<file path="config.mk">
export PLATFORM = sky130hd
export DESIGN_NAME = leaf_mu_sink
export DESIGN_NICKNAME = d
export VERILOG_FILES = /design/src/rtl/leaf_mu_sink.sv
export SDC_FILE = /design/constraint.sdc
export NUM_CORES = 1
export LEC_CHECK = 0
export CAP_MARGIN = 10
export CORE_UTILIZATION = 40
export DETAILED_ROUTE_END_ITERATION = 7
export HOLD_SLACK_MARGIN = 0.12
export SLEW_MARGIN = 15
export SYNTH_ARGS = -nofsm -noshare
export SYNTH_HDL_FRONTEND = slang
export SYNTH_SLANG_ARGS = --single-unit
</file>
<file path="constraint.sdc">
create_clock -name clk -period 3.9 [get_ports clk]
set_input_delay 0.975 -clock clk [delete_from_list [all_inputs] [get_ports clk]]
set_output_delay 0.975 -clock clk [all_outputs]
set_load 0.03 [all_outputs]
</file>
<file path="src/rtl/leaf_mu_sink.sv">
//------------------------------------------------------------------------------
// leaf_mu_sink : realigns a 1-bit left-shifted word stream into a FWFT FIFO,
//                with accepted-word count and optional XOR checksum.
// Optional feature macro: LEAF_MU_SINK_CHKSUM_EN (checksum register present).
// Revision: 1.0
//------------------------------------------------------------------------------
`default_nettype none

module leaf_mu_sink #(
   parameter int WIDTH = 32,
   parameter int DEPTH = 4,
   parameter int CNT_W = 16
) (
   input  logic                       clk,
   input  logic                       rst_n,
   input  logic                       clear,
   input  logic                       in_valid,
   output logic                       in_ready,
   input  logic [WIDTH-1:0]           in_data,
   output logic                       out_valid,
   input  logic                       out_ready,
   output logic [WIDTH-1:0]           out_data,
   output logic [$clog2(DEPTH):0]     level,
   output logic [CNT_W-1:0]           count,
   output logic [WIDTH-1:0]           checksum
);

   localparam int AW = $clog2(DEPTH);
   localparam int LW = AW + 1;

   logic [WIDTH-1:0] mem [DEPTH];
   logic [AW-1:0]    rd_ptr;
   logic [AW-1:0]    wr_ptr;
   logic [LW-1:0]    level_q;
   logic [CNT_W-1:0] count_q;
   logic             push;
   logic             pop;
   logic [WIDTH-1:0] stored;
   logic             unused_lsb;

   // Handshake depends only on registered occupancy, never on out_ready.
   assign in_ready  = (level_q != LW'(DEPTH));
   assign out_valid = (level_q != '0);
   assign push      = in_valid && in_ready;
   assign pop       = out_valid && out_ready;
   assign stored    = {1'b0, in_data[WIDTH-1:1]};
   assign unused_lsb = in_data[0];

   assign out_data = out_valid ? mem[rd_ptr] : '0;
   assign level    = level_q;
   assign count    = count_q;

   always_ff @(posedge clk) begin
      if (push && !clear) begin
         mem[wr_ptr] <= stored;
      end
   end

   always_ff @(posedge clk or negedge rst_n) begin
      if (!rst_n) begin
         rd_ptr  <= '0;
         wr_ptr  <= '0;
         level_q <= '0;
         count_q <= '0;
      end else if (clear) begin
         rd_ptr  <= '0;
         wr_ptr  <= '0;
         level_q <= '0;
         count_q <= '0;
      end else begin
         if (push) begin
            wr_ptr  <= wr_ptr + AW'(1);
            count_q <= count_q + CNT_W'(1);
         end
         if (pop) begin
            rd_ptr <= rd_ptr + AW'(1);
         end
         case ({push, pop})
            2'b10:   level_q <= level_q + LW'(1);
            2'b01:   level_q <= level_q - LW'(1);
            default: level_q <= level_q;
         endcase
      end
   end

`ifdef LEAF_MU_SINK_CHKSUM_EN
   logic [WIDTH-1:0] checksum_q;

   always_ff @(posedge clk or negedge rst_n) begin
      if (!rst_n) begin
         checksum_q <= '0;
      end else if (clear) begin
         checksum_q <= '0;
      end else if (push) begin
         checksum_q <= checksum_q ^ stored;
      end
   end

   assign checksum = checksum_q;
`else
   assign checksum = '0;
`endif

endmodule

`default_nettype wire

</file>
==> flow_summary_export.csv, run 1 <==
group,metric,value,unit
run_status,run_status,"finished clean",
setup_path,r2r_slack,1.68,ns
floorplan,die_width,126.5,um
timing,post-route-worst-setup-slack,0.3289,ns
power_and_ir_drop,vdd.ir_drop.worst,337.8,uV
drt,drtIter0Drc,217,
setup_path,critical_path_class,"reg2out",
floorplan,chipHeight,126.5,um
setup_path,timing.critical_path.arrival,2.60,ns
logic_synthesis,netlist.top_cell.by_area,"edfxtp_1",
timing,report.final.slew_viol_count,0,
clock_tree,cts.path.max_buffers,2,
logic_synthesis,post_synth_num_cell_types,39,
clock_tree,cts_num_sinks,147,
timing,actual_transition_at_the_worst_max_transition_pin,0.6304,ns
timing,hold_worst_slack,0.5356,ns
logic_synthesis,synth_simple_gate_area_share,8.693,%
drt,detailedRoute.firstPassIterationCount,4,
clock_tree,tritoncts_clock_tree,"built",
global_routing,congestion_overflow_gr,0,
logic_synthesis,yosysTopAreaCellShare,60.02,%
floorplan,floorplan.core_area,15150,um^2
setup_path,worstReg2RegStart,"level[0]",
setup_path,endpoint_kind,"primary output",
placement,portBuffers,87,
drt,drt.antenna.violating_nets,0,
logic_synthesis,ys_seq_area_share,69.30,%
floorplan,initial_utilization,40.96,%
logic_synthesis,synth_cells,363,
floorplan,design.die.area,16010,um^2
clock_tree,ctsHoldBuffers,0,
finish,area_overhead_vs_synth,27.15,%
placement,pre_cts_slack,0.7246,ns
clock_tree,clock-root-buffer,"clkbuf_16",
finish,drive_above_1_share,17.34,%
finish,nets,503,
finish,nFillCells,1227,
logic_synthesis,synthFlopType,"edfxtp_1",
logic_synthesis,ys.warnings.count,0,
logic_synthesis,synth-xor-area-share,1.553,%
timing,min_period_over_period,91.57,%
setup_path,reg_to_reg_end,"level[2]",
clock_tree,number_of_gates_given_a_new_drive_strength_after_cts,0,
drt,via_count,3341,
timing,final.setup.tns,0,ns
logic_synthesis,count_of_flip_flops_with_a_built_in_enable_after_synthesis,124,
setup_path,timing.critical_path.buf_inv,2,
power_and_ir_drop,pwr_density_cell,669.4,nW/um^2
placement,place_hpwl,6946,um
logic_synthesis,number_of_synthesized_register_bits,147,
clock_tree,cts_setup_buffers,0,
setup_path,worst_reg_to_reg_cells,5,
drt,avgRoutedWirePerCell,17.11,um
clock_tree,cts_inserted_buffers,17,
floorplan,number_of_ports_placed_on_the_die_boundary,122,
floorplan,rows,45,
global_routing,grt_antenna_before_repair,0,
setup_path,cpPeakStageDelay,0.61,ns
setup_path,critPathRequiredTime,2.92,ns
logic_synthesis,synth-compound-area-share,1.856,%
logic_synthesis,combinational_family_with_the_most_area_after_synthesis,"multiplexers",
setup_path,timing.critical_path.max_delay_family,"buffers and inverters",
logic_synthesis,yosys-top-cells-area,"edfxtp_1 (60%), mux4_2 (11%), dfrtp_1 (9.3%), buf_4 (4.0%), and2_1 (3.5%)",
global_routing,largest_net_degree_at_the_start_of_global_routing,34,
timing,grt_setup_unrepaired,"no",
setup_path,critPathMaxFanout,18,
drt,finalWirelength,11310,um
logic_synthesis,post_synth_most_frequent_cells,"edfxtp_1 (124), and2_1 (35), buf_4 (33)",
logic_synthesis,yosysMostFrequentCell,"edfxtp_1",
timing,max-slew-margin-rel,57.62,%
placement,globalplace.congestion,0.7947,
clock_tree,cts.htree.levels,4,
timing,finalCriticalPeriod,3.571,ns
timing,maxClockFrequency,0.2800,GHz
flow_run,max-cap-violations,0,
setup_path,cp_slowest_cell,"dfrtp_2",
logic_synthesis,synthesis.area,6203,um^2
min_path,hp-class,"in2async",
global_routing,global_route.usage.total,15.44,%
setup_path,crit_chain,"buf_12 -> mux4_2 -> and2_1 -> clkdlybuf4s50_1",
timing,timing.final.setup_violations,0,
timing,timing.clock.skew,0.005082,ns
logic_synthesis,synth_mux_area_share,11.78,%
power_and_ir_drop,power.static_leakage,2.725,nW
finish,count_of_inserted_antenna_diode_cells,0,
timing,finalHoldViolCount,0,
setup_path,crit_path_start_kind,"flip-flop",
drt,vias_per_cell,5.054,
clock_tree,worst_skew_pair.late_latency,0.42,ns
logic_synthesis,postSynthAreaPerCell,17.09,um^2
clock_tree,path_clk_slew,0.06,ns
global_routing,first_global_vias,3337,
global_routing,wire_length_of_the_first_global_routing_pass,18000,um
drt,drcViolationCount,0,
logic_synthesis,synthesized_area_fraction_occupied_by_adder_cells,1.331,%
logic_synthesis,async_reset_ff_share,15.65,%
## worst max path at each step
stage	slack, ns	cells after the start	from	endpoint
after global placement	0.73	4	rd_ptr[0]	out_data[21]
final	0.33	4	rd_ptr[0]	out_data[21]
after CTS	0.26	4	rd_ptr[0]	out_data[25]
after floorplan	1.19	6	level[0]	mem[0][0]
after detailed placement	0.72	4	rd_ptr[0]	out_data[25]
after global routing	0.20	4	rd_ptr[0]	out_data[21]
## worst register-to-register path, stage by stage, from the launching register on
cell and delay (ns):
dfrtp_1 0.46, o31ai_1 0.60, a21oi_4 0.08, fa_1 0.45
nor4b_1 0.17, a2111o_1 0.34
## cell type report
class | instances | area, um^2 | share of cell area (%)
repair buffers | 97 | 1016 | 12.88
clock inverters | 15 | 205.2 | 2.602
multi-input cells | 194 | 1693 | 21.46
flip-flops and latches | 147 | 4302 | 54.54
clock buffers | 17 | 425.4 | 5.393
inverters | 3 | 11.26 | 0.1428
well taps | 188 | 235.2 | 2.982
## metrics by stage
stage	instances	area (um^2)	power (mW)	utilization [%]
2_1_floorplan	395	6324	2.974	-
3_3_place_gp	629	7262	3.621	47.95
3_5_place_dp	629	7262	3.629	47.95
4_1_cts	661	7893	5.356	52.11
5_1_grt	661	7888	5.512	52.08
6_report	661	7888	5.280	52.08
## routing by layer
metal  vias up  GRT usage [%]  share of wire (%)
li1       1513              -                  -
met1      1697          19.46                 43
met2       114          25.09                 51
met3        17          3.712                4.3
met4         0          7.725                2.0
met5         -              0                  0
## cell families after synthesis
logic type      count (synthesis)
mux                            34
xor+xnor                       11
simple gates                   93
other cells                     1
fa+ha+maj                       6
compound gates                 17
flops                         147
buf+inv                        54
## report_power, final
part           switching [mW]  leakage, nW  total, mW  internal [mW]
combinational           0.931        0.983       1.66          0.733
clock                   0.635        0.303       1.71           1.08
sequential             0.0813         1.44       1.90           1.82
total                    1.65         2.72       5.28           3.63
## registers in the layout, indices dropped and copies added (netlist names)
signal  flops
wr_ptr      2
rd_ptr      2
mem       124
count      16
level       3
## placed cells by master (no fill, tap or decap), types with 3 or more instances in the layout
master	Yosys	routed
a21oi_1	8	8
ha_1	5	5
nand2b_1	3	3
xor2_1	9	9
clkdlybuf4s50_1	0	86
conb_1	1	33
nor2b_1	3	3
o31ai_1	5	5
bufinv_16	0	4
nand4_1	3	3
buf_12	0	6
and2_2	0	4
or3_1	3	3
or4_1	4	4
and2_1	35	31
mux4_2	31	31
nor2_1	14	14
dfrtp_1	23	21
nand2_1	7	7
buf_4	33	4
inv_1	3	3
edfxtp_1	124	124
clkbuf_16	0	17
nand3_1	10	10
(Power assumes the default switching activity.)
==> inputs of run 2 (changes only) <==
HOLD_SLACK_MARGIN = not set   (was 0.12)
==> results of run 2 <==
No change in the layout: final DEF, timing and power equal those of run 1.
